--- config.mk ---
export PLATFORM = sky130hd
export DESIGN_NAME = flag_unit
export DESIGN_NICKNAME = d
export VERILOG_FILES = /design/src/rtl/cpu_pkg.sv /design/src/rtl/cond_eval.sv /design/src/rtl/flag_unit.sv
export SDC_FILE = /design/constraint.sdc
export NUM_CORES = 1
export LEC_CHECK = 0
export ABC_CLOCK_PERIOD_IN_PS = 6100
export BUFFER_PORTS_ARGS = -buffer_cell sky130_fd_sc_hd__clkbuf_2
export CAP_MARGIN = 20
export CELL_PAD_IN_SITES_DETAIL_PLACEMENT = 0
export CELL_PAD_IN_SITES_GLOBAL_PLACEMENT = 1
export CORE_MARGIN = 3
export CORE_UTILIZATION = 15
export CTS_BUF_LIST = sky130_fd_sc_hd__clkbuf_4
export CTS_CLUSTER_SIZE = 14
export DETAILED_ROUTE_END_ITERATION = 12
export GPL_TIMING_DRIVEN = 0
export PLACE_DENSITY_LB_ADDON = 0.1
export SLEW_MARGIN = 5
export SYNTH_ARGS = -nofsm -noshare
export SYNTH_HDL_FRONTEND = slang
export SYNTH_HIERARCHICAL = 1
export SYNTH_SLANG_ARGS = --single-unit
--- constraint.sdc ---
create_clock -name clk -period 6.1 [get_ports clk]
set_clock_uncertainty 0.1 [all_clocks]
set_input_delay 0.305 -clock clk [delete_from_list [all_inputs] [get_ports clk]]
set_output_delay 0.305 -clock clk [all_outputs]
set_load 0.02 [all_outputs]
--- src/rtl/cpu_pkg.sv ---
// Shared CPU types for the flag/branch resolution logic.
//   br_type_t : branch kind carried with the EX instruction
//   cond_t    : 4-bit LEGv8 condition field and its named encodings
//   nzcv_t    : condition flags {n,z,c,v}, bit 3 = N ... bit 0 = V
package cpu_pkg;

    typedef enum logic [1:0] {
        BR_COND = 2'd0,
        BR_CBZ  = 2'd1,
        BR_CBNZ = 2'd2,
        BR_RSVD = 2'd3
    } br_type_t;

    typedef logic [3:0] cond_t;

    localparam cond_t COND_EQ = 4'h0;
    localparam cond_t COND_NE = 4'h1;
    localparam cond_t COND_HS = 4'h2;
    localparam cond_t COND_LO = 4'h3;
    localparam cond_t COND_MI = 4'h4;
    localparam cond_t COND_PL = 4'h5;
    localparam cond_t COND_VS = 4'h6;
    localparam cond_t COND_VC = 4'h7;
    localparam cond_t COND_HI = 4'h8;
    localparam cond_t COND_LS = 4'h9;
    localparam cond_t COND_GE = 4'hA;
    localparam cond_t COND_LT = 4'hB;
    localparam cond_t COND_GT = 4'hC;
    localparam cond_t COND_LE = 4'hD;
    localparam cond_t COND_AL = 4'hE;
    localparam cond_t COND_NV = 4'hF;

    typedef struct packed {
        logic n;
        logic z;
        logic c;
        logic v;
    } nzcv_t;

endpackage

--- src/rtl/cond_eval.sv ---
// Combinational LEGv8 condition evaluator.
//   i_flags : NZCV to test
//   i_cond  : condition field
//   o_taken : 1 when the condition holds (AL and NV always hold)
module cond_eval
    import cpu_pkg::*;
(
    input  nzcv_t i_flags,
    input  cond_t i_cond,
    output logic  o_taken
);

    logic w_ge;

    assign w_ge = (i_flags.n == i_flags.v);

    always_comb begin
        o_taken = 1'b0;
        case (i_cond)
            COND_EQ: o_taken =  i_flags.z;
            COND_NE: o_taken = ~i_flags.z;
            COND_HS: o_taken =  i_flags.c;
            COND_LO: o_taken = ~i_flags.c;
            COND_MI: o_taken =  i_flags.n;
            COND_PL: o_taken = ~i_flags.n;
            COND_VS: o_taken =  i_flags.v;
            COND_VC: o_taken = ~i_flags.v;
            COND_HI: o_taken =  i_flags.c & ~i_flags.z;
            COND_LS: o_taken = ~i_flags.c |  i_flags.z;
            COND_GE: o_taken =  w_ge;
            COND_LT: o_taken = ~w_ge;
            COND_GT: o_taken = ~i_flags.z &  w_ge;
            COND_LE: o_taken =  i_flags.z | ~w_ge;
            COND_AL: o_taken = 1'b1;
            COND_NV: o_taken = 1'b1;
            default: o_taken = 1'b0;
        endcase
    end

endmodule

--- src/rtl/flag_unit.sv ---
// Condition-flag register and branch resolution, downstream of the EX ALU.
//   clk, reset_n            : clock, async active-low reset
//   ex_valid, set_flags     : EX instruction present / writes NZCV
//   alu_result/carry/overflow : ALU outputs used to derive NZCV
//   br_valid, br_type, br_cond, br_reg : conditional branch in EX
//   stall, flush            : hold all state / squash EX (flush wins)
//   flags                   : registered {N,Z,C,V}
//   br_done, br_taken       : registered one-cycle branch decision
module flag_unit
    import cpu_pkg::*;
#(
    parameter int WIDTH = 64
) (
    input  logic             clk,
    input  logic             reset_n,
    input  logic             ex_valid,
    input  logic             set_flags,
    input  logic [WIDTH-1:0] alu_result,
    input  logic             alu_carry,
    input  logic             alu_overflow,
    input  logic             br_valid,
    input  logic [1:0]       br_type,
    input  logic [3:0]       br_cond,
    input  logic [WIDTH-1:0] br_reg,
    input  logic             stall,
    input  logic             flush,
    output logic [3:0]       flags,
    output logic             br_done,
    output logic             br_taken
);

    nzcv_t r_flags;
    logic  r_br_done;
    logic  r_br_taken;

    nzcv_t w_fresh;
    nzcv_t w_eff;
    logic  w_cond_taken;
    logic  w_br_taken;

    always_comb begin
        w_fresh.n = alu_result[WIDTH-1];
        w_fresh.z = ~|alu_result;
        w_fresh.c = alu_carry;
        w_fresh.v = alu_overflow;
    end

    // Bypass lets a flag-setting op and a B.cond resolve in the same cycle.
    assign w_eff = (ex_valid & set_flags) ? w_fresh : r_flags;

    cond_eval u_cond_eval (
        .i_flags (w_eff),
        .i_cond  (cond_t'(br_cond)),
        .o_taken (w_cond_taken)
    );

    always_comb begin
        w_br_taken = 1'b0;
        case (br_type_t'(br_type))
            BR_COND: w_br_taken = w_cond_taken;
            BR_CBZ:  w_br_taken = ~|br_reg;
            BR_CBNZ: w_br_taken =  |br_reg;
            BR_RSVD: w_br_taken = 1'b0;
        endcase
    end

    // Flush is checked before stall so a squashed EX can still clear a
    // decision that a stall would otherwise keep pending.
    always_ff @(posedge clk or negedge reset_n) begin
        if (!reset_n) begin
            r_flags    <= '0;
            r_br_done  <= 1'b0;
            r_br_taken <= 1'b0;
        end else if (flush) begin
            r_br_done  <= 1'b0;
            r_br_taken <= 1'b0;
        end else if (!stall) begin
            if (ex_valid && set_flags) begin
                r_flags <= w_fresh;
            end
            r_br_done  <= br_valid;
            r_br_taken <= br_valid & w_br_taken;
        end
    end

    assign flags    = r_flags;
    assign br_done  = r_br_done;
    assign br_taken = r_br_taken;

endmodule

==> impl_metrics.csv <==
group,metric,value,unit
setup_path,critPathArrivalTime,2.68,ns
clock_network,numCtsBuffers,3,
power,p_sw,0.0000608,W
setup_path,crit-reg2reg-capture,"br_taken$_DFFE_PN0P_",
sta,worstMarginPinSlew,0.630,ns
synth,syn_area_per_cell,8.16,um2
setup_path,critPathMaxFanout,4,
synth,synth_top_area_share,26.9,%
synth,post_synth_instance_area,767,um2
place,place_hpwl,3.62,mm
synth,top_count_cell_post_synth,"sky130_fd_sc_hd__nor4_1",
place,portBuffers,146,
route,wirelength,3.81,mm
power,max-vdd-ir-drop,0.0000511,V
worst_hold_path,whs_endpoint,"br_done$_DFFE_PN0P_",
power,power_density_of_the_placed_cells,115,nW/um2
sta,hold_viol,0,
clock_network,path_clk_slew,0.05,ns
route,via_density_per_instance,4.18,
setup_path,critical_path_required,6.12,ns
setup_path,critical_path.max_stage_delay,0.41,ns
global_routing,grt_use_total,11.8,%
global_routing,grt_max_degree,11,
synth,number_of_enable_type_register_cells_in_the_synthesized_netlist,0,
setup_path,cp_cell_sequence,"clkbuf_2 -> nor4_1 -> nand4_1 -> nor4_1 -> mux2_2 -> and3b_1 -> a22oi_2 -> xnor2_1 -> a22oi_1 -> o21ai_1 -> o311ai_0 -> o22ai_1",
global_routing,number_of_antenna_violations_at_the_first_check_in_global_routing,0,
route,first_drt_pass_iteration_count,3,
final_layout,area_delta_synth_final,110,%
clock_network,clock_tree.buffer_depth,2,
power,seq_power_share,25.9,%
final_layout,share_of_post_route_cells_with_drive_strength_above_1,66.8,%
synth,syn_inst,94,
final_layout,inserted_diodes,0,
synth,synth_cell_types,30,
synth,postSynthNetCount,237,
route,drt-initial-drc-count,12,
floorplan,fp.dieW,77.5,um
sta,period_share,43.7,%
clock_network,htree_num_levels,1,
clock_network,tritoncts_clock_tree,"built",
setup_path,r2r-start,"flags[3]$_DFFE_PN0P_",
power,power_frac_clock,20.8,%
global_routing,grt_pass1_wl,5.68,mm
setup_path,regToRegSetupSlack,3.99,ns
setup_path,r2r.worst_path.cells,8,
clock_network,cts_sinks,6,
final_layout,fillCellCount,555,
synth,synth-async-reset-ratio,100,%
sta,slew-limit-headroom,57.7,%
clock_network,post_cts_sizing,0,
synth,synth.area.top_cells,"sky130_fd_sc_hd__nor4_1 27%, sky130_fd_sc_hd__dfrtp_1 20%, sky130_fd_sc_hd__mux2_2 12%",
final_layout,finalCoreUtilization,33.5,%
route,drt-wirelength-per-cell,12.2,um
final_layout,register_area,150,um2
status,outcome,"completed",
place,place_congestion,0.755,
floorplan,fp.dieH,77.5,um
synth,yosys.area.top_type,"sky130_fd_sc_hd__nor4_1",
power,comb_power_share,53.3,%
final_layout,fin_nets,389,
worst_hold_path,hold_path_depth,2,
setup_path,end_kind,"flop",
clock_network,clock_insertion_delay_worst_skew,0.25,ns
synth,synth_top_cells_by_count,"33 x sky130_fd_sc_hd__nor4_1, 8 x sky130_fd_sc_hd__mux2_2, 8 x sky130_fd_sc_hd__nand4_1, 6 x sky130_fd_sc_hd__dfrtp_1",
synth,synth_ff_type,"sky130_fd_sc_hd__dfrtp_1",
route,drtAntennaViolNets,0,
global_routing,grt_remaining_overflow,0,
worst_hold_path,hold_class,"in2reg",
sta,max_frequency,375,MHz
setup_path,cp-start-kind,"input pin",
power,p_leak,0.858,nW
flow_run,drv_cap,0,
global_routing,first_global_vias,1283,
floorplan,die_area,6010,um2
synth,yosysWarningCount,6,
floorplan,io-pin-count,149,
sta,rsz0062_at_grt,"false",
route,drc_errors,0,
floorplan,core_area,4820,um2
sta,total_negative_slack_for_setup_checks,0,ns
power,power_switching_share,32.7,%
clock_network,clk_root_buffer_cell,"sky130_fd_sc_hd__clkbuf_4",
setup_path,critPathKind,"in2reg",
synth,synth-seq-cells,6,
power,cellInternalPower,0.000125,W
worst_hold_path,timing.hold.worst.start,"flush",
sta,max_transition_viols_final,0,
sta,fin_crit,2.66,ns
setup_path,critical_path.slowest_cell,"sky130_fd_sc_hd__nor4_1",
sta,setup-violations-final,0,
route,vias,1301,
synth,seq_area_frac_synth,19.6,%
floorplan,start_util,15.9,%
setup_path,cp_common_cell,"sky130_fd_sc_hd__nor4_1",
final_layout,multiInputGateArea,594,um2
floorplan,placement_rows,25,
==> logic make-up after synthesis <==
group / count (synthesis) / synth area share (%)
AND/OR/NAND/NOR: 59 / 47.1
AO/OA/AOI/OAI: 12 / 11.3
multiplexers: 10 / 14.5
flip-flops: 6 / 19.6
XOR/XNOR: 4 / 4.57
buffers and inverters: 3 / 2.94
==> flip-flops by register name, indices dropped and copies added, names as in the netlist <==
name,count
br_taken,1
br_done,1
flags,4
==> metrics by stage <==
stage / std cells / total power (W) / hold WS, ns / cell area (um2) / setup slack, ns
3_5_place_dp: 307 / 0.000149 / 0.0519 / 1580 / 3.12
6_report: 311 / 0.000186 / 0.163 / 1610 / 3.44
3_3_place_gp: 307 / 0.000149 / 0.0442 / 1580 / 3.14
5_1_grt: 311 / 0.000203 / 0.162 / 1610 / 3.12
2_1_floorplan: 94 / 0.0000910 / -0.0906 / 767 / 3.64
4_1_cts: 311 / 0.000191 / 0.152 / 1610 / 3.37
==> how the worst max path moves through the flow <==
stage	from	depth (start not counted)	end
after CTS	alu_result[17]	12	br_taken$_DFFE_PN0P_
after global routing	alu_result[30]	12	br_taken$_DFFE_PN0P_
after global placement	alu_result[17]	12	br_taken$_DFFE_PN0P_
final	alu_result[5]	12	br_taken$_DFFE_PN0P_
after floorplan	alu_result[0]	11	br_taken$_DFFE_PN0P_
after detailed placement	alu_result[17]	12	br_taken$_DFFE_PN0P_
==> power groups by stage <==
stage	combinational, W	clock, W	sequential, W
2_1_floorplan	0.0000361	0	0.0000548
3_3_place_gp	0.000100	0	0.0000488
3_5_place_dp	0.000100	0	0.0000490
4_1_cts	0.000101	0.0000414	0.0000481
5_1_grt	0.000111	0.0000433	0.0000487
6_report	0.0000990	0.0000387	0.0000482
==> layout by cell type, fill, tap and decap left out <==
master                            n
sky130_fd_sc_hd__mux2i_1          1
sky130_fd_sc_hd__nand2b_1         1
sky130_fd_sc_hd__nor4_2           1
sky130_fd_sc_hd__nand4_1          8
sky130_fd_sc_hd__a221o_2          1
sky130_fd_sc_hd__a22oi_1          1
sky130_fd_sc_hd__and3b_1          2
sky130_fd_sc_hd__dfrtp_1          6
sky130_fd_sc_hd__o21ai_0          1
sky130_fd_sc_hd__o21ai_1          1
sky130_fd_sc_hd__buf_4            1
sky130_fd_sc_hd__nor3_1           1
sky130_fd_sc_hd__nor4_1          33
sky130_fd_sc_hd__and2b_1          1
sky130_fd_sc_hd__o22ai_1          2
sky130_fd_sc_hd__a22oi_2          1
sky130_fd_sc_hd__a21oi_1          3
sky130_fd_sc_hd__nor2b_1          2
sky130_fd_sc_hd__xnor2_1          3
sky130_fd_sc_hd__dlygate4sd3_1    1
sky130_fd_sc_hd__inv_2            1
sky130_fd_sc_hd__mux2_1           1
sky130_fd_sc_hd__clkbuf_2       146
sky130_fd_sc_hd__a311oi_1         1
sky130_fd_sc_hd__xor2_1           1
sky130_fd_sc_hd__nor2_1           4
sky130_fd_sc_hd__mux2_2           8
sky130_fd_sc_hd__or4_1            1
sky130_fd_sc_hd__and3_1           1
sky130_fd_sc_hd__buf_6            1
sky130_fd_sc_hd__nand2_1          4
sky130_fd_sc_hd__clkbuf_4         3
sky130_fd_sc_hd__o311ai_0         1
==> timing repair <==
item,in CTS,in global routing
hold buffers,1,0
setup buffers,0,0
endpoints found under the hold margin,6,0
==> per-layer routing <==
layer | global-route usage, % | wire length (um) | up-vias | share of wire (%)
li1 | - | - | 706 | -
met1 | 13.1 | 1430 | 546 | 38
met2 | 22.5 | 2090 | 49 | 55
met3 | 4.41 | 291 | 0 | 7.6
met4 | 0 | 0 | 0 | 0
met5 | 0 | 0 | - | 0
==> worst max-delay path, delay by kind of cell <==
kind                   cells  cell delay (ns)
XOR/XNOR                   1             0.08
AO/OA/AOI/OAI              5             0.89
multiplexers               1             0.27
buffers and inverters      1             0.08
AND/OR/NAND/NOR            4             1.05
==> layout make-up <==
class                           instances  share of cell area (%)
Timing Repair Buffer                  147                    45.9
Tap cell                               67                    5.19
Clock buffer                            3                    1.40
Multi-Input combinational cell         85                    36.8
Inverter                                1                   0.233
Buffer                                  2                    1.16
Sequential cell                         6                    9.30
Note: power is estimated with default switching activity, not from simulation.
